--- src/rtl/spi_sort_bridge.sv ---
// Command bridge between a byte-wide SPI slave and a word-wide sorter.
// Handles multi-byte word writes and reads, a status readout, and occupancy tracking with sticky error flags.
module spi_sort_bridge #(
  parameter int DATA_WIDTH = 16,
  parameter int SIZE       = 20
) (
  input  logic                  clk,
  input  logic                  reset,
  input  logic                  cs_active,
  input  logic                  rx_valid,
  input  logic [7:0]            rx_byte,
  output logic [7:0]            tx_byte,
  output logic                  sort_enable,
  output logic                  sort_write,
  output logic [DATA_WIDTH-1:0] sort_unsorted_data,
  input  logic [DATA_WIDTH-1:0] sort_sorted_data,
  output logic [7:0]            count,
  output logic                  overflow,
  output logic                  underflow
);
  localparam int BYTES = DATA_WIDTH / 8;
  localparam int IW    = (BYTES > 1) ? $clog2(BYTES) : 1;
  localparam logic [IW-1:0] LAST  = IW'(BYTES - 1);
  localparam logic [7:0]    SIZE8 = 8'(SIZE);

  typedef enum logic [2:0] {CMD, WR, RD, STAT, DISCARD} state_t;

  state_t                state, state_nxt;
  logic [IW-1:0]         idx;
  logic [DATA_WIDTH-1:0] wr_sr, tx_sr;
  logic [1:0]            reload;
  logic                  stat_step, stat_seen;

  logic                  last, push_ok, push_ovf, pop_ok, pop_unf, op_load;
  logic [DATA_WIDTH-1:0] assembled, shifted, head;
  logic [7:0]            status;

  always_comb begin
    state_nxt = state;
    last      = rx_valid && (idx == LAST);
    push_ok   = (state == WR) && last && (count < SIZE8);
    push_ovf  = (state == WR) && last && !(count < SIZE8);
    pop_ok    = (state == RD) && last && (count != 8'd0);
    pop_unf   = (state == RD) && last && (count == 8'd0);
    op_load   = (state == CMD) && rx_valid && ((rx_byte == 8'h02) || (rx_byte == 8'h03));
    assembled = (wr_sr << 8) | DATA_WIDTH'(rx_byte);
    shifted   = tx_sr << 8;
    // An empty sorter's head is meaningless; present zeros instead.
    head      = (count == 8'd0) ? '0 : sort_sorted_data;
    status    = {(count == SIZE8), (count == 8'd0), overflow, underflow, 4'b0};
    if (state == CMD && rx_valid) begin
      case (rx_byte)
        8'h01:   state_nxt = WR;
        8'h02:   state_nxt = RD;
        8'h03:   state_nxt = STAT;
        default: state_nxt = DISCARD;
      endcase
    end
    if (!cs_active) state_nxt = CMD;
  end

  always_ff @(posedge clk) begin
    if (!reset) begin
      state              <= CMD;
      idx                <= '0;
      wr_sr              <= '0;
      tx_sr              <= '0;
      reload             <= 2'd0;
      stat_step          <= 1'b0;
      stat_seen          <= 1'b0;
      tx_byte            <= 8'h00;
      sort_enable        <= 1'b0;
      sort_write         <= 1'b0;
      sort_unsorted_data <= '0;
      count              <= 8'd0;
      overflow           <= 1'b0;
      underflow          <= 1'b0;
    end else begin
      state       <= state_nxt;
      sort_enable <= push_ok || pop_ok;
      if (push_ok || pop_ok) sort_write <= push_ok;
      if (push_ok) sort_unsorted_data <= assembled;
      if (push_ok)     count <= count + 8'd1;
      else if (pop_ok) count <= count - 8'd1;
      if (push_ovf) overflow  <= 1'b1;
      if (pop_unf)  underflow <= 1'b1;

      if (rx_valid && (state == WR || state == RD))
        idx <= (idx == LAST) ? '0 : idx + IW'(1);
      if (rx_valid && state == WR) wr_sr <= assembled;

      // Head reload delay: one cycle after an opcode, two after a pop so
      // the sorter has settled its new head.
      if (op_load)           reload <= 2'd1;
      else if (pop_ok)       reload <= 2'd2;
      else if (reload != 0)  reload <= reload - 2'd1;

      if (state == CMD && rx_valid && rx_byte == 8'h03) begin
        stat_step <= 1'b0;
        stat_seen <= 1'b1;
      end

      if (state_nxt == CMD || state_nxt == WR) begin
        tx_byte <= 8'h00;
      end else if (state_nxt == DISCARD) begin
        tx_byte <= 8'hFF;
      end else if (state == RD) begin
        if (reload == 2'd1) begin
          tx_sr   <= head;
          tx_byte <= head[DATA_WIDTH-1 -: 8];
        end else if (pop_unf) begin
          tx_sr   <= '0;
          tx_byte <= 8'h00;
        end else if (rx_valid) begin
          tx_sr   <= shifted;
          tx_byte <= shifted[DATA_WIDTH-1 -: 8];
        end
      end else if (state == STAT) begin
        if (reload == 2'd1) begin
          tx_byte <= status;
        end else if (rx_valid) begin
          tx_byte   <= stat_step ? 8'h00 : count;
          stat_step <= 1'b1;
        end
      end

      if (!cs_active) begin
        idx    <= '0;
        wr_sr  <= '0;
        reload <= 2'd0;
        if (stat_seen) begin
          overflow  <= 1'b0;
          underflow <= 1'b0;
          stat_seen <= 1'b0;
        end
      end
    end
  end
endmodule

--- config.mk ---
export PLATFORM = sky130hd
export DESIGN_NAME = spi_sort_bridge
export DESIGN_NICKNAME = d
export VERILOG_FILES = /design/src/rtl/spi_sort_bridge.sv
export SDC_FILE = /design/constraint.sdc
export NUM_CORES = 1
export LEC_CHECK = 0
export BUFFER_PORTS_ARGS = -buffer_cell sky130_fd_sc_hd__buf_2
export CORE_MARGIN = 2
export CORE_UTILIZATION = 50
export DETAILED_ROUTE_END_ITERATION = 16
export GPL_TIMING_DRIVEN = 0
export MAX_ROUTING_LAYER = met4
export PLACE_DENSITY = 0.74
export SLEW_MARGIN = 10
export SYNTH_ARGS = -nofsm -noshare
export SYNTH_HDL_FRONTEND = slang
export SYNTH_SLANG_ARGS = --single-unit
--- constraint.sdc ---
create_clock -name clk -period 7.48 [get_ports clk]
set_input_delay 1.496 -clock clk [delete_from_list [all_inputs] [get_ports clk]]
set_output_delay 1.496 -clock clk [all_outputs]
set_load 0.005 [all_outputs]
# Yosys cells after proc, flatten, opt, wreduce, memory -nomap -nowiden

Cells that the tools add are included.

Order comparisons: 1
Bitwise operators: 5
Eq/ne operators: 10
Reductions and logical operators: 34
$add $sub $neg: 4
Mux-type cells: 38

Operators with widths:

| kind                | count |
|---|---|
| $mux 8              | 14 |
| $mux 1              | 18 |
| $eq 8x2->1 const B  | 2 |
| $mux 16             | 1 |
| $or 16x8->16        | 1 |
| $logic_and 1x1->1   | 12 |
| $pmux 3 s3          | 1 |
| $reduce_bool 3->1   | 3 |
| $add 8x1->8 const B | 1 |
| $eq 8x1->1 const B  | 1 |
| $eq 8x5->1 const B  | 1 |
| $logic_not 8->1     | 1 |
| $lt 8x5->1 const B  | 1 |
| $reduce_bool 4->1   | 2 |
| $reduce_bool 8->1   | 1 |
| $sub 8x1->8 const B | 1 |
| $eq 3x1->1 const B  | 2 |
| $eq 3x2->1 const B  | 2 |
| $logic_not 3->1     | 2 |
| $mux 3              | 2 |
| $reduce_bool 2->1   | 3 |
| $logic_or 1x1->1    | 4 |
| $mux 2              | 2 |
| $not 1->1           | 4 |
| 10 further kinds    | 10 |

Bits of input ports: 28
Output and inout port bits: 36
Word-level logic and storage cells: 107
Bits in registers: 60

# Depth between registers and ports, before layout

Gate-level depths: netlist of the first run.

Depth in word-level cells: 10
Depth in mapped cells: 12
Gate-level depth less buffers: 9

# Least setup slack after synthesis of the first run

No wires, ideal clock.

Path type: input to register
Start: in rx_valid
End: reg count[6]
Library setup time: 0.122 ns
Required time: 7.358 ns
Path slack: 3.869 ns
Path buffers: 3
Stages on the path: 12
Arrival time: 3.489 ns
Cells stage by stage: buf_2 -> and4bb_1 -> nand4_1 -> inv_1 -> buf_2 -> buf_2 -> fa_1 -> nor2b_1 -> o31a_1 -> o21ai_0 -> and2_1 -> o311a_1

Longest elaborated chain between the ends: 4
Elaborated cells between the ends (all ways): 7
Those cells by class: mux: 1; reduce/logical: 6

Ends and longest elaborated chain:

| element                                            | RTL line | source |
|---|---|---|
| from (decl)                                        | 10       | `input logic rx_valid,` |
| $logic_and 1x1->1 *                                | 40       | `last = rx_valid && (idx == LAST);` |
| $logic_and 1x1->1 * (2 in series)                  | 41       | `push_ok = (state == WR) && last && (count < SIZE8);` |
| via push_ok                                        | 34       | `logic last, push_ok, push_ovf, pop_ok, pop_unf, op_load;` |
| $mux 8 / $reduce_bool 2->1 (equally long branches) | -        |  |
| to (signal assigned)                               | 83       | `if (push_ok) count <= count + 8'd1;` |
| to (signal assigned)                               | 84       | `else if (pop_ok) count <= count - 8'd1;` |
| to (decl)                                          | 17       | `output logic [7:0] count,` |

Mark *: on every way through the listed nets, which the timed path passes. The rest lies on a longest branch.
A chain may end at the register's enable or synchronous reset.

# Final worst setup path of the first run

Start: in rx_valid
End: reg count[7]

Longest elaborated chain between the ends: 4
Elaborated cells between the ends (all ways): 7
Those cells by class: mux: 1; reduce/logical: 6

Ends and longest elaborated chain:

| element                                            | RTL line |
|---|---|
| $logic_and 1x1->1 *                                | 40 |
| $logic_and 1x1->1 (on tied branches) (2 in series) | 41, 43 |
| $mux 8 / $reduce_bool 2->1 (equally long branches) | - |

Every way passes the cells marked *; elsewhere a longest branch is shown, timed or not.

==> results.cfg, run 1 <==
[run_status]
status = completed

[route]
drc = 0
finalWirelength_mm = 7.17
drt_iter0_drc = 161
wl_per_cell_um = 14.5
vias = 2715
drtPass1Iterations = 4
drtAntennaViolNets = 0
viasPerCell = 5.50

[global_routing]
grt_usage_pct = 24.5
grt_pass1_vias = 2563
grt_max_degree = 15
grt_pass1_wl_mm = 12.0
grt.overflow.total = 0
antenna_found_initial = 0

[sta]
tightest_slew_ns = 0.594
fmax_ghz = 0.278
hold_viol = 0
tns_ns = 0
hold_ws_ns = 0.453
rsz0062_at_grt = false
slew_viol_final = 0
fin_crit_ns = 3.60
worst_clock_skew_ns = 0.00809
setup_viol = 0
max-slew-margin-rel_pct = 60.3
finalCritPeriodShare_pct = 48.1

[synthesis]
async_reset_ff_share_pct = 0
ys.flop_type = dfxtp_1
yosysMostFrequentCell = nand2_1
synthTopCellsByArea = dfxtp_1 (40%), nand2_1 (8.2%), a21boi_0 (6.0%), mux2i_1 (3.0%), ha_1 (2.9%)
synthCells = 342
yosys_warnings = 0
synthTopCellsByCount = nand2_1 (65), dfxtp_1 (60), a21boi_0 (24), nor2_1 (19), a21oi_1 (16)
ys_seq_area_share_pct = 40.3
avgSynthCellArea_um2 = 8.71
synth-seq-cells = 60
synth_largest_area_cell = dfxtp_1
ys_types = 57
synth_top_area_share_pct = 40.3
syn_area_um2 = 2980
synth_edf_count = 0
syn-num-nets = 378

[job]
cap_violations = 0

[worst_setup_path]
timing.rr.end = count[7]$_SDFFE_PN0P_
r2r_slack_ns = 4.62
endpoint_kind = register
path_class = primary input to register
cp.arrival_ns = 3.86
crit_start = rx_valid
worstRegToRegCells = 10
reg2reg_from = state[2]$_SDFF_PN0_
crit_fanout = 14
critPathRequiredTime_ns = 7.74
crit_path_end = count[7]$_SDFFE_PN0P_
cp-start-kind = primary input

[floorplanning]
std_cell_rows = 28
die_height_um = 81.2
fp.dieW_um = 81.2
start_util_pct = 50.9
die_area_um2 = 6590
pin_count = 64
core-area_um2 = 5850

[power_and_ir_drop]
powerDensity_nw_per_um2 = 195
power_mw = 0.706
ir_drop_mv = 0.119
p_leak_nw = 1.43

[place]
routabilityCongestion = 0.895
numPortBuffers = 62
hpwl_mm = 5.45

[final_layout]
drive_gt1_share_pct = 25.1
nets = 451
n_antenna_cell = 0
area_growth_pct = 21.6

[hold_path]
min_path_type = register to register
min_from = tx_sr[7]$_SDFFE_PN0P_

[clock_tree]
clkTransAtPathRegs_ns = 0.07
cts-htree-levels = 3
cts_buffers = 9
cts_tree = yes
holdBufCountCts = 0
cts_post_setup_buffers_inserted = 0
cts_buffer_depth = 2
cts_sinks = 60
root_buffer = clkbuf_8
clk_latency_ns = 0.34
postCtsResizedCells = 0
## critical path, stage by stage
cell and delay, ns:
buf_2 0.15, and4bb_1 0.22, nand4_1 0.10, buf_2 0.23
buf_2 0.32, ha_1 0.30, a211oi_1 0.36, o21bai_1 0.12
a21oi_1 0.28, o2111ai_1 0.16, o221ai_1 0.10
## cell type report
type                    instances  area, µm²
clock inverters                 4       97.6
well taps                      75       93.8
plain buffers                  19       86.3
repair buffers                 62        310
multi-input cells             251       1650
fillers                       514       2230
flip-flops and latches         60       1200
inverters                      12       45.0
clock buffers                  11        141
## where the power goes
| group | switching, mW | leakage, nW | internal, mW | total [mW] |
|---|---|---|---|---|
| clock network | 0.129 | 0.116 | 0.229 | 0.358 |
| registers | 0.00137 | 0.484 | 0.321 | 0.322 |
| logic | 0.0147 | 0.832 | 0.0116 | 0.0263 |
## flip-flops by register name (all words and copies together) (netlist names)
signal and flops:
idx 1, state 3, overflow 1, tx_byte 8, stat_seen 1, underflow 1, sort_enable 1, sort_write 1
stat_step 1, tx_sr 8, count 8, sort_unsorted_data 16, reload 2, wr_sr 8
## layer usage
metal,global-route usage [%],wire (µm),vias up
li1,-,-,1372
met1,31.5,3360,1265
met2,37.4,3350,66
met3,4.67,309,12
met4,11.2,155,0
met5,-,0,-
## kinds of logic after synthesis
group / synth area share [%]
adder cells (fa/ha/maj): 3.61
XOR/XNOR: 1.18
multiplexers: 3.02
flip-flops: 40.3
AND/OR/NAND/NOR: 23.0
buffers and inverters: 4.41
AO/OA/AOI/OAI: 24.4
## worst min path at each step
stage / end / slack (ns) / depth (start not counted)
final: tx_sr[7]$_SDFFE_PN0P_ / 0.45 / 2
after global routing: tx_sr[7]$_SDFFE_PN0P_ / 0.48 / 2
after CTS: tx_sr[7]$_SDFFE_PN0P_ / 0.46 / 2
after detailed placement: tx_sr[7]$_SDFFE_PN0P_ / 0.45 / 2
after global placement: stat_seen$_SDFF_PN0_ / 0.44 / 2
after floorplan: tx_sr[7]$_SDFFE_PN0P_ / 0.43 / 2
## stage by stage
stage	utilization [%]	instance area [µm²]	std cells	setup WS, ns
6_report	61.9	3620	494	3.88
5_1_grt	61.9	3620	494	3.61
4_1_cts	61.9	3620	494	3.85
3_5_place_dp	57.8	3380	479	3.50
3_3_place_gp	57.8	3380	479	3.59
2_1_floorplan	-	2980	342	3.87
## cells in the final DEF (no fill, tap or decap), drive strengths merged, types with 3 or more instances in the layout
master,synthesis,final
a211o,3,3
a211oi,3,3
a21boi,28,28
a21oi,17,17
a221oi,6,6
a31oi,7,7
and2,8,8
buf,12,74
bufinv,0,3
clkbuf,7,18
dfxtp,60,60
ha,7,7
inv,12,12
mux2i,9,9
nand2,65,65
nand3,11,11
nand4,3,3
nor2,19,19
nor2b,3,3
nor3,5,5
nor4,4,4
o2111ai,3,3
o21ai,12,12
or3,5,5
No activity file was read; power rests on OpenSTA's default activity.
==> run 2, diff against run 1 <==
- CORE_UTILIZATION: 50 -> 49
- PLACE_DENSITY: 0.74 -> 0.76
- clock period: 7.48 -> 3.3 ns (I/O delays scaled with it)
==> run 2 against run 1 <==
Compared with the run above:
- sequential power grew 130%
- sequential share of layout area grew 0.14 points
- power grew 120%
- setup slack lost 3.4 ns
- first-iteration DRC count grew 7.5%
- register-to-register slack lost 4.2 ns
- design area shrank 0.41%
- combinational power grew 130%
- via count grew 1.8%
- global-route usage shrank 0.79 points
==> results.cfg, run 2 (synthesis results as in run 1) <==
[power_and_ir_drop]
powerDensity_nw_per_um2 = 428
pwr-share-seq_pct = 47.3
ir_drop_mv = 0.304
pwr-share-clk_pct = 48.8
p_leak_nw = 1.42
swShare_pct = 23.4
power.net_switching_mw = 0.362
power_mw = 1.54
p_int_mw = 1.18
power_frac_comb_pct = 3.9

[clock_tree]
clkTransAtPathRegs_ns = 0.08
clk_latency_ns = 0.35
cts-htree-levels = 3
cts_sinks = 60
cts_buffer_depth = 2
cts_buffers = 9
postCtsResizedCells = 0
root_buffer = clkbuf_8
cts_post_setup_buffers_inserted = 0
holdBufCountCts = 0
cts_tree = yes

[final_layout]
nets = 451
area_growth_pct = 21.1
fillers = 568
fin_util_pct = 61.3
largest_register_ffs = 16
layout_commonest_cell = buf_2
n_antenna_cell = 0
layout_common_cells = buf_2 (74), nand2_1 (65), dfxtp_1 (60), a21boi_0 (24), nor2_1 (19)
top_register = sort_unsorted_data
drive_gt1_share_pct = 25.5

[floorplanning]
start_util_pct = 50.6
die_area_um2 = 6720
core-area_um2 = 5890
die_height_um = 82.0
fp.dieW_um = 82.0
pin_count = 64
std_cell_rows = 28

[sta]
rsz0062_at_grt = false
tns_ns = 0
slew_viol_final = 0
layout_setup_ws_ns = 0.447
fin_crit_ns = 2.85
hold_viol = 0
max-slew-margin-rel_pct = 57.4
finalCritPeriodShare_pct = 86.4
fmax_ghz = 0.351
tightest_slew_ns = 0.638
hold_ws_ns = 0.450
setup_viol = 0
worst_clock_skew_ns = 0.0108

[place]
pre_cts_slack_ns = 0.200
routabilityCongestion = 0.851
hpwl_mm = 5.48
numPortBuffers = 62

[worst_setup_path]
worstRegToRegCells = 10
critPathRequiredTime_ns = 3.57
r2r_slack_ns = 0.45
cp.arrival_ns = 3.12
endpoint_kind = register
reg2reg_from = state[2]$_SDFF_PN0_
cp-start-kind = register
timing.rr.end = count[7]$_SDFFE_PN0P_
crit_fanout = 14
path_class = register to register

[job]
cap_violations = 0

[run_status]
status = completed

[hold_path]
holdPathStages = 2
whs_endpoint = tx_sr[7]$_SDFFE_PN0P_
min_path_type = register to register
min_from = tx_sr[7]$_SDFFE_PN0P_

[global_routing]
antenna_found_initial = 0
grt_max_degree = 15
grt_use_met2_pct = 37.3
grt_pass1_vias = 2551
grt_usage_pct = 23.7
grt.overflow.total = 0
grt_use_met3_pct = 4.40
grt_busiest_layer = met2
met1_usage_pct = 30.3
grt_pass1_wl_mm = 11.8

[route]
wl_per_cell_um = 14.8
drtPass1Iterations = 4
drtAntennaViolNets = 0
drc = 0
viasPerCell = 5.59
drt_iter0_drc = 173
vias = 2765
finalWirelength_mm = 7.33
==> run 2: area by class of cell <==
type,count,area (µm²),share of cell area (%)
inverter,12,45.0,1.25
timing repair buffer,62,310,8.60
multi-input combinational,251,1650,45.7
clock inverter,7,100,2.77
buffer,19,86.3,2.39
clock buffer,9,124,3.43
tap,75,93.8,2.60
sequential,60,1200,33.3
==> run 2: worst max-delay path, cell delays in order (launching register included) <==
cell and delay, ns:
dfxtp_1 0.54, and4bb_1 0.24, nand4_1 0.11, buf_2 0.24, buf_2 0.32, ha_1 0.30
a211oi_1 0.35, o21bai_1 0.12, a21oi_1 0.29, o2111ai_1 0.16, o221ai_1 0.10
==> run 2: how the worst max path moves through the flow <==
stage / start / end / slack (ns) / cells after the start
floorplan: rx_valid / count[6]$_SDFFE_PN0P_ / 0.53 / 12
global placement: rx_valid / count[7]$_SDFFE_PN0P_ / 0.25 / 11
detailed placement: rx_valid / count[7]$_SDFFE_PN0P_ / 0.20 / 11
CTS: state[2]$_SDFF_PN0_ / count[7]$_SDFFE_PN0P_ / 0.47 / 10
global route: count[7]$_SDFFE_PN0P_ / count[7]$_SDFFE_PN0P_ / 0.17 / 10
finish: state[2]$_SDFF_PN0_ / count[7]$_SDFFE_PN0P_ / 0.45 / 10
==> run 2: power groups by stage <==
stage | clock network, mW | registers [mW] | logic, mW
after floorplan | 0 | 0.747 | 0.0269
after detailed placement | 0 | 0.747 | 0.0600
after global placement | 0 | 0.747 | 0.0594
final | 0.754 | 0.730 | 0.0600
after CTS | 0.762 | 0.730 | 0.0603
after global routing | 0.795 | 0.730 | 0.0654
==> run 2: metrics by stage <==
stage	cells	area [µm²]
after detailed placement	479	3380
after global routing	495	3610
final	495	3610
after floorplan	342	2980
after global placement	479	3380
after CTS	495	3610
==> run 2: routing by layer <==
layer,routed length [µm],vias to the layer above,part of all wire [%]
met4,99,0,1.4
met1,3420,1326,47
met2,3550,56,48
met3,268,8,3.7
li1,-,1375,-
met5,0,-,0
